[src/rtl/video_rx_timing.sv]
// Sink-side video timing monitor.
// Recovers pixel coordinates from a registered vde/vsync/rgb stream, reduces
// the colour to one bit per channel, measures the active width and height,
// and runs a lock FSM that flags timing instability.

module video_rx_timing #(
    parameter bit VSYNC_ACTIVE_HIGH = 1'b0,
    parameter int CW                = 11
) (
    input  logic          clk,
    input  logic          rst_n,
    input  logic          hsync,
    input  logic          vsync,
    input  logic          vde,
    input  logic [23:0]   rgb,
    output logic          pix_valid,
    output logic [CW-1:0] pix_x,
    output logic [CW-1:0] pix_y,
    output logic [2:0]    pix_rgb3,
    output logic          frame_start,
    output logic [CW-1:0] line_width,
    output logic [CW-1:0] frame_height,
    output logic          locked,
    output logic          timing_err
);

    localparam logic [CW-1:0] CNT_MAX = '1;

    typedef enum logic [1:0] {
        UNLOCKED = 2'd0,
        ACQUIRE  = 2'd1,
        LOCKED   = 2'd2
    } state_t;

    // Two-deep input pipeline; only the colour MSBs are needed downstream.
    logic          hs_s1, hs_s2;
    logic          vs_s1, vs_s2;
    logic          de_s1, de_s2;
    logic [2:0]    rgb3_s1;

    // Coordinate counters and per-frame bookkeeping.
    logic [CW-1:0] x_cnt;
    logic [CW-1:0] y_cnt;
    logic [CW-1:0] first_w;
    logic          have_first;
    logic          frame_bad;

    // Lock state and the stored reference geometry.
    state_t        state;
    logic [CW-1:0] ref_w;
    logic [CW-1:0] ref_h;
    logic          ref_valid;

    // Event decode from the two pipeline stages.
    logic          vs_on1, vs_on2;
    logic          vs_lead, de_rise, de_fall;
    logic [CW-1:0] w_now;
    logic [CW-1:0] y_inc;
    logic [CW-1:0] height;
    logic [CW-1:0] first_now;
    logic          bad_now;

    // hsync is carried through the pipeline for future checks only; the low
    // colour bits are intentionally discarded.
    logic          unused_bits;
    assign unused_bits = ^{hs_s2, rgb[22:16], rgb[14:8], rgb[6:0]};

    assign vs_on1  = VSYNC_ACTIVE_HIGH ? vs_s1 : ~vs_s1;
    assign vs_on2  = VSYNC_ACTIVE_HIGH ? vs_s2 : ~vs_s2;
    assign vs_lead = vs_on1 & ~vs_on2;
    assign de_rise = de_s1 & ~de_s2;
    assign de_fall = ~de_s1 & de_s2;

    // Width of the line that is ending now, and the bumped line count.
    assign w_now = (x_cnt == CNT_MAX) ? CNT_MAX : x_cnt + 1'b1;
    assign y_inc = (y_cnt == CNT_MAX) ? CNT_MAX : y_cnt + 1'b1;

    // A line ending in the same cycle as the frame boundary still belongs
    // to the closing frame, so fold it into height, first width and badness.
    assign height    = de_fall ? y_inc : y_cnt;
    assign first_now = (de_fall && !have_first) ? w_now : first_w;
    assign bad_now   = frame_bad | (de_fall & have_first & (w_now != first_w));

    assign pix_x        = x_cnt;
    assign pix_y        = y_cnt;
    assign line_width   = ref_w;
    assign frame_height = ref_h;

    // Register the incoming stream twice for edge detection.
    always_ff @(posedge clk or negedge rst_n) begin
        if (!rst_n) begin
            hs_s1   <= 1'b0;
            hs_s2   <= 1'b0;
            vs_s1   <= 1'b0;
            vs_s2   <= 1'b0;
            de_s1   <= 1'b0;
            de_s2   <= 1'b0;
            rgb3_s1 <= 3'b000;
        end else begin
            hs_s1   <= hsync;
            hs_s2   <= hs_s1;
            vs_s1   <= vsync;
            vs_s2   <= vs_s1;
            de_s1   <= vde;
            de_s2   <= de_s1;
            rgb3_s1 <= {rgb[7], rgb[15], rgb[23]};
        end
    end

    // Pixel output stage, coordinate counters and frame-start pulse.
    always_ff @(posedge clk or negedge rst_n) begin
        if (!rst_n) begin
            pix_valid   <= 1'b0;
            pix_rgb3    <= 3'b000;
            frame_start <= 1'b0;
            x_cnt       <= '0;
            y_cnt       <= '0;
        end else begin
            pix_valid   <= de_s1;
            pix_rgb3    <= rgb3_s1;
            frame_start <= vs_lead;
            if (de_rise) begin
                x_cnt <= '0;
            end else if (de_s1 && x_cnt != CNT_MAX) begin
                x_cnt <= x_cnt + 1'b1;
            end
            if (vs_lead) begin
                y_cnt <= '0;
            end else if (de_fall) begin
                y_cnt <= y_inc;
            end
        end
    end

    // Track the first line width of a frame and whether any line differed.
    always_ff @(posedge clk or negedge rst_n) begin
        if (!rst_n) begin
            first_w    <= '0;
            have_first <= 1'b0;
            frame_bad  <= 1'b0;
        end else if (vs_lead) begin
            first_w    <= '0;
            have_first <= 1'b0;
            frame_bad  <= 1'b0;
        end else if (de_fall) begin
            if (!have_first) begin
                first_w    <= w_now;
                have_first <= 1'b1;
            end else if (w_now != first_w) begin
                frame_bad <= 1'b1;
            end
        end
    end

    // Lock FSM: learn a reference frame, confirm it, then police it.
    always_ff @(posedge clk or negedge rst_n) begin
        if (!rst_n) begin
            state      <= UNLOCKED;
            ref_w      <= '0;
            ref_h      <= '0;
            ref_valid  <= 1'b0;
            locked     <= 1'b0;
            timing_err <= 1'b0;
        end else begin
            timing_err <= 1'b0;
            case (state)
                UNLOCKED: begin
                    if (vs_lead) begin
                        state     <= ACQUIRE;
                        ref_valid <= 1'b0;
                    end
                end
                ACQUIRE: begin
                    if (vs_lead) begin
                        if (bad_now || height == '0) begin
                            ref_valid <= 1'b0;
                        end else if (ref_valid && first_now == ref_w && height == ref_h) begin
                            state  <= LOCKED;
                            locked <= 1'b1;
                        end else begin
                            ref_w     <= first_now;
                            ref_h     <= height;
                            ref_valid <= 1'b1;
                        end
                    end
                end
                LOCKED: begin
                    if ((de_fall && w_now != ref_w) || (vs_lead && height != ref_h)) begin
                        timing_err <= 1'b1;
                        locked     <= 1'b0;
                        state      <= UNLOCKED;
                    end
                end
                default: begin
                    state  <= UNLOCKED;
                    locked <= 1'b0;
                end
            endcase
        end
    end

endmodule
[config.mk]
export PLATFORM = sky130hd
export DESIGN_NAME = video_rx_timing
export DESIGN_NICKNAME = d
export VERILOG_FILES = /design/src/rtl/video_rx_timing.sv
export SDC_FILE = /design/constraint.sdc
export NUM_CORES = 1
export LEC_CHECK = 0
export BUFFER_PORTS_ARGS = -buffer_cell sky130_fd_sc_hd__buf_2
export CAP_MARGIN = 20
export CORE_MARGIN = 10
export CORE_UTILIZATION = 57
export CTS_BUF_LIST = sky130_fd_sc_hd__clkbuf_16
export DETAILED_ROUTE_END_ITERATION = 10
export PLACE_DENSITY = 0.81
export SETUP_SLACK_MARGIN = 0.15
export SYNTH_ARGS = -nofsm -noshare
export SYNTH_HDL_FRONTEND = slang
export SYNTH_SLANG_ARGS = --single-unit
[constraint.sdc]
create_clock -name clk -period 4.06 [get_ports clk]
set_clock_uncertainty 0.15 [all_clocks]
set_input_delay 0.812 -clock clk [delete_from_list [all_inputs] [get_ports clk]]
set_output_delay 0.812 -clock clk [all_outputs]
set_load 0.01 [all_outputs]
==> flow_summary_export.csv <==
group,metric,value,unit
clock_tree,total_number_of_h_tree_levels,3,
detailed_routing,num_vias,4511,
die,dieArea,0.0122,mm2
sta,final_max_slew_viols,0,
clock_tree,clk_transition_reported_paths,0.06,ns
hold_path,whs_endpoint,"pix_rgb3[1]$_DFF_PN0_",
final_layout,post_route_cells_drive_above_1_share,0.217,
logic_synthesis,netlist_instances,512,
logic_synthesis,ys_seq_elements,73,
critical_path,timing.rr.end,"line_width[4]$_DFFE_PN0P_",
sta,setup-tns-final,0,ns
power_and_ir_drop,leakage_component_of_the_power,2.37,nW
sta,max_freq,275,MHz
critical_path,timing.critical_path.to_type,"flip-flop",
detailed_routing,average_wire_per_cell_in_the_routed_design,20.6,um
placed_design,gp_congestion,0.984,
logic_synthesis,yosys.cell_count.top_type,"sky130_fd_sc_hd__dfrtp_1",
die,die-width,110,um
placed_design,numPortBuffers,57,
power_and_ir_drop,peakVddDrop,328,uV
logic_synthesis,synth.yosys.warnings,0,
clock_tree,cts_sinks,73,
final_layout,area_growth,15.0,%
die,die_y,110,um
outcome,status,"finished, final reports clean",
logic_synthesis,avgSynthCellArea,9.10,um2
placed_design,dp.final_hpwl,9880,um
critical_path,worstReg2RegStart,"pix_y[0]$_DFF_PN0_",
critical_path,critical_path.startpoint_type,"flip-flop",
logic_synthesis,yosysTopAreaCellShare,0.392,
final_layout,final_cell_area,0.00536,mm2
sta,post-route-period-util,0.897,
clock_tree,clk_root_buffer_cell,"sky130_fd_sc_hd__clkbuf_16",
sta,timing.final.setup_violations,0,
hold_path,hold_path_depth,0,
clock_tree,cts.hold.buffers_added,0,
critical_path,critical_path_required,4.12,ns
die,fp-row-count,32,
critical_path,regToRegSetupSlack,0.42,ns
die,number_of_top_level_pins,80,
sta,grt_setup_unrepaired,"no",
grt,grt.total_usage,0.217,
sta,hold_violations,0,
logic_synthesis,commonest_cells_post_synth,"sky130_fd_sc_hd__dfrtp_1, sky130_fd_sc_hd__nor2_1, sky130_fd_sc_hd__o21ai_0",
detailed_routing,drt_iter0_drc,383,
grt,gr-total-overflow,0,
hold_path,min_from,"rgb3_s1[1]$_DFF_PN0_",
logic_synthesis,yosys_most_used_dff,"sky130_fd_sc_hd__dfrtp_1",
final_layout,final_net_count,598,
grt,wire_length_of_the_first_global_routing_pass,22600,um
power_and_ir_drop,power_density,407,mW/mm2
sta,transition_time_at_the_pin_with_the_least_slew_margin,0.935,ns
run,drv_cap,0,
critical_path,worstSetupPathType,"flip-flop to flip-flop",
critical_path,maximum_fanout_along_the_worst_path,7,
detailed_routing,postRouteAntennaNets,0,
logic_synthesis,synth_area_leader_cell,"sky130_fd_sc_hd__dfrtp_1",
detailed_routing,route.detailed.drc,0,
clock_tree,clk_latency,0.33,ns
hold_path,holdCritPathClass,"flip-flop to flip-flop",
detailed_routing,postRouteWirelength,13900,um
power_and_ir_drop,total_power,2.18,mW
detailed_routing,drt-pass1-iter-count,6,
logic_synthesis,synth_area,0.00466,mm2
sta,post-route-min-period,3.64,ns
sta,worst_slew_margin_rel,0.377,
clock_tree,cts-resized-gates,0,
die,total_core_area,0.00785,mm2
grt,antenna_found_initial,0,
clock_tree,cts_tree,"done",
final_layout,final.fill_count,661,
detailed_routing,vias_per_instance,6.69,
clock_tree,cts.repair_timing.setup_buffer_count,0,
clock_tree,cts.path.max_buffers,2,
placed_design,placedInstanceArea,0.00505,mm2
die,floorplan.initialDensity,0.594,
final_layout,antennaDiodeCount,0,
logic_synthesis,postSynthNetCount,543,
logic_synthesis,synth.yosys.seq_area_share,0.392,
logic_synthesis,async_reset_ff_frac,1.00,
critical_path,worstPathArrival,3.71,ns
grt,first_global_vias,4248,
logic_synthesis,synth_area_leaders,"sky130_fd_sc_hd__dfrtp_1, sky130_fd_sc_hd__o21ai_0, sky130_fd_sc_hd__a21oi_1, sky130_fd_sc_hd__nor2_1, sky130_fd_sc_hd__nand2_1",
logic_synthesis,synth_enable_flop_cells,0,
critical_path,worstRegToRegCells,10,
logic_synthesis,synth.lib_cells_used.distinct,77,
grt,grt_start_max_net_pins,74,
clock_tree,tritoncts.num_buffers,9,
stage by stage:
stage | cells | setup WS [ns] | util | hold slack (ns)
floorplan | 512 | 0.555 | - | 0.181
global placement | 655 | 0.313 | 0.643 | 0.185
detailed placement | 655 | 0.314 | 0.643 | 0.185
CTS | 671 | 0.257 | 0.679 | 0.199
global route | 674 | 0.309 | 0.683 | 0.220
finish | 674 | 0.418 | 0.683 | 0.197
report_power, final:
group / switching [mW] / internal (mW) / total (mW)
Clock: 0.331 / 0.419 / 0.750
Sequential: 0.100 / 0.793 / 0.893
Combinational: 0.297 / 0.240 / 0.537
Total: 0.728 / 1.45 / 2.18
kinds of logic (layout without fill, tap and decap cells):
kind of cell,after synthesis,count (layout),share of synthesized area
and+or+nand+nor,189,189,0.235
AOI/OAI and AO/OA,146,146,0.216
DFF,73,73,0.392
buffers and inverters,58,118,0.0561
xor gates and xnor gates,22,22,0.0413
muxes,22,22,0.0548
adders and majority gates,2,2,0.00537
area by class of cell:
| type | count | area [um2] | share of cell area |
|---|---|---|---|
| multi-input cells | 381 | 2570 | 0.480 |
| flip-flops and latches | 73 | 1830 | 0.341 |
| clock buffers | 9 | 225 | 0.0420 |
| well taps | 102 | 128 | 0.0238 |
| inverters | 22 | 82.6 | 0.0154 |
| clock inverters | 7 | 52.6 | 0.00980 |
| repair buffers | 80 | 473 | 0.0882 |
routing by layer:
layer  global-route usage  routed length (um)  share of wire  vias up
met5                    0                   0              0        -
met3               0.0529                1120          0.080       25
met1                0.310                6290           0.45     2201
met4               0.0458                 198          0.014        0
met2                0.324                6270           0.45      242
li1                     -                   -              -     2043
how the worst max path moves through the flow:
stage / startpoint / slack (ns) / cells after the start / end
after floorplan: pix_x[0]$_DFFE_PN0P_ / 0.56 / 13 / line_width[4]$_DFFE_PN0P_
after CTS: pix_x[1]$_DFFE_PN0P_ / 0.26 / 11 / frame_height[0]$_DFFE_PN0P_
after global routing: pix_y[0]$_DFF_PN0_ / 0.31 / 10 / line_width[4]$_DFFE_PN0P_
after global placement: pix_x[1]$_DFFE_PN0P_ / 0.31 / 11 / frame_height[8]$_DFFE_PN0P_
after detailed placement: pix_x[1]$_DFFE_PN0P_ / 0.31 / 11 / frame_height[4]$_DFFE_PN0P_
final: pix_y[0]$_DFF_PN0_ / 0.42 / 10 / line_width[4]$_DFFE_PN0P_
critical path: stages (launching register included):
cell and delay, ns:
sky130_fd_sc_hd__dfrtp_1 0.49, sky130_fd_sc_hd__ha_1 0.36, sky130_fd_sc_hd__and4b_1 0.39, sky130_fd_sc_hd__nand4_1 0.31, sky130_fd_sc_hd__nand4_1 0.19, sky130_fd_sc_hd__o211ai_1 0.15
sky130_fd_sc_hd__or4_4 0.58, sky130_fd_sc_hd__nor4_4 0.35, sky130_fd_sc_hd__nor2_4 0.09, sky130_fd_sc_hd__buf_4 0.18, sky130_fd_sc_hd__mux2_4 0.29
registers in the layout, indices dropped and copies added, names as in the netlist, 2 cells and up:
name / count
first_w: 11
frame_height: 11
line_width: 11
pix_x: 11
pix_y: 11
pix_rgb3: 3
rgb3_s1: 3
state: 2
layout by cell type, fill, tap and decap left out, types with 4 or more instances in the layout:
cell / synthesis / layout
sky130_fd_sc_hd__xnor2_1: 11 / 11
sky130_fd_sc_hd__o31ai_1: 9 / 9
sky130_fd_sc_hd__and3_1: 11 / 11
sky130_fd_sc_hd__nor3b_1: 5 / 5
sky130_fd_sc_hd__o211ai_1: 5 / 5
sky130_fd_sc_hd__o2111ai_1: 5 / 5
sky130_fd_sc_hd__a311oi_1: 4 / 4
sky130_fd_sc_hd__buf_2: 17 / 56
sky130_fd_sc_hd__nand3_1: 15 / 15
sky130_fd_sc_hd__nor2_1: 33 / 33
sky130_fd_sc_hd__nand2b_1: 5 / 5
sky130_fd_sc_hd__nand4_1: 12 / 12
sky130_fd_sc_hd__or3_1: 5 / 5
sky130_fd_sc_hd__mux2_4: 5 / 5
sky130_fd_sc_hd__mux2_2: 8 / 8
sky130_fd_sc_hd__o21ai_0: 33 / 33
sky130_fd_sc_hd__and4_1: 6 / 6
sky130_fd_sc_hd__dfrtp_1: 73 / 73
sky130_fd_sc_hd__o22ai_1: 5 / 5
sky130_fd_sc_hd__a31oi_1: 12 / 12
sky130_fd_sc_hd__nor3_1: 16 / 16
sky130_fd_sc_hd__xor2_1: 11 / 11
sky130_fd_sc_hd__buf_4: 4 / 23
sky130_fd_sc_hd__mux2i_1: 9 / 9
sky130_fd_sc_hd__nor4_1: 7 / 7
sky130_fd_sc_hd__inv_1: 21 / 21
sky130_fd_sc_hd__clkbuf_16: 0 / 9
sky130_fd_sc_hd__a21oi_1: 29 / 29
sky130_fd_sc_hd__nor2b_1: 4 / 4
sky130_fd_sc_hd__a211oi_1: 5 / 5
sky130_fd_sc_hd__nand2_1: 32 / 32
sky130_fd_sc_hd__and2_1: 15 / 15
sky130_fd_sc_hd__or4_1: 4 / 4
Power figures use the tool's default switching activity.
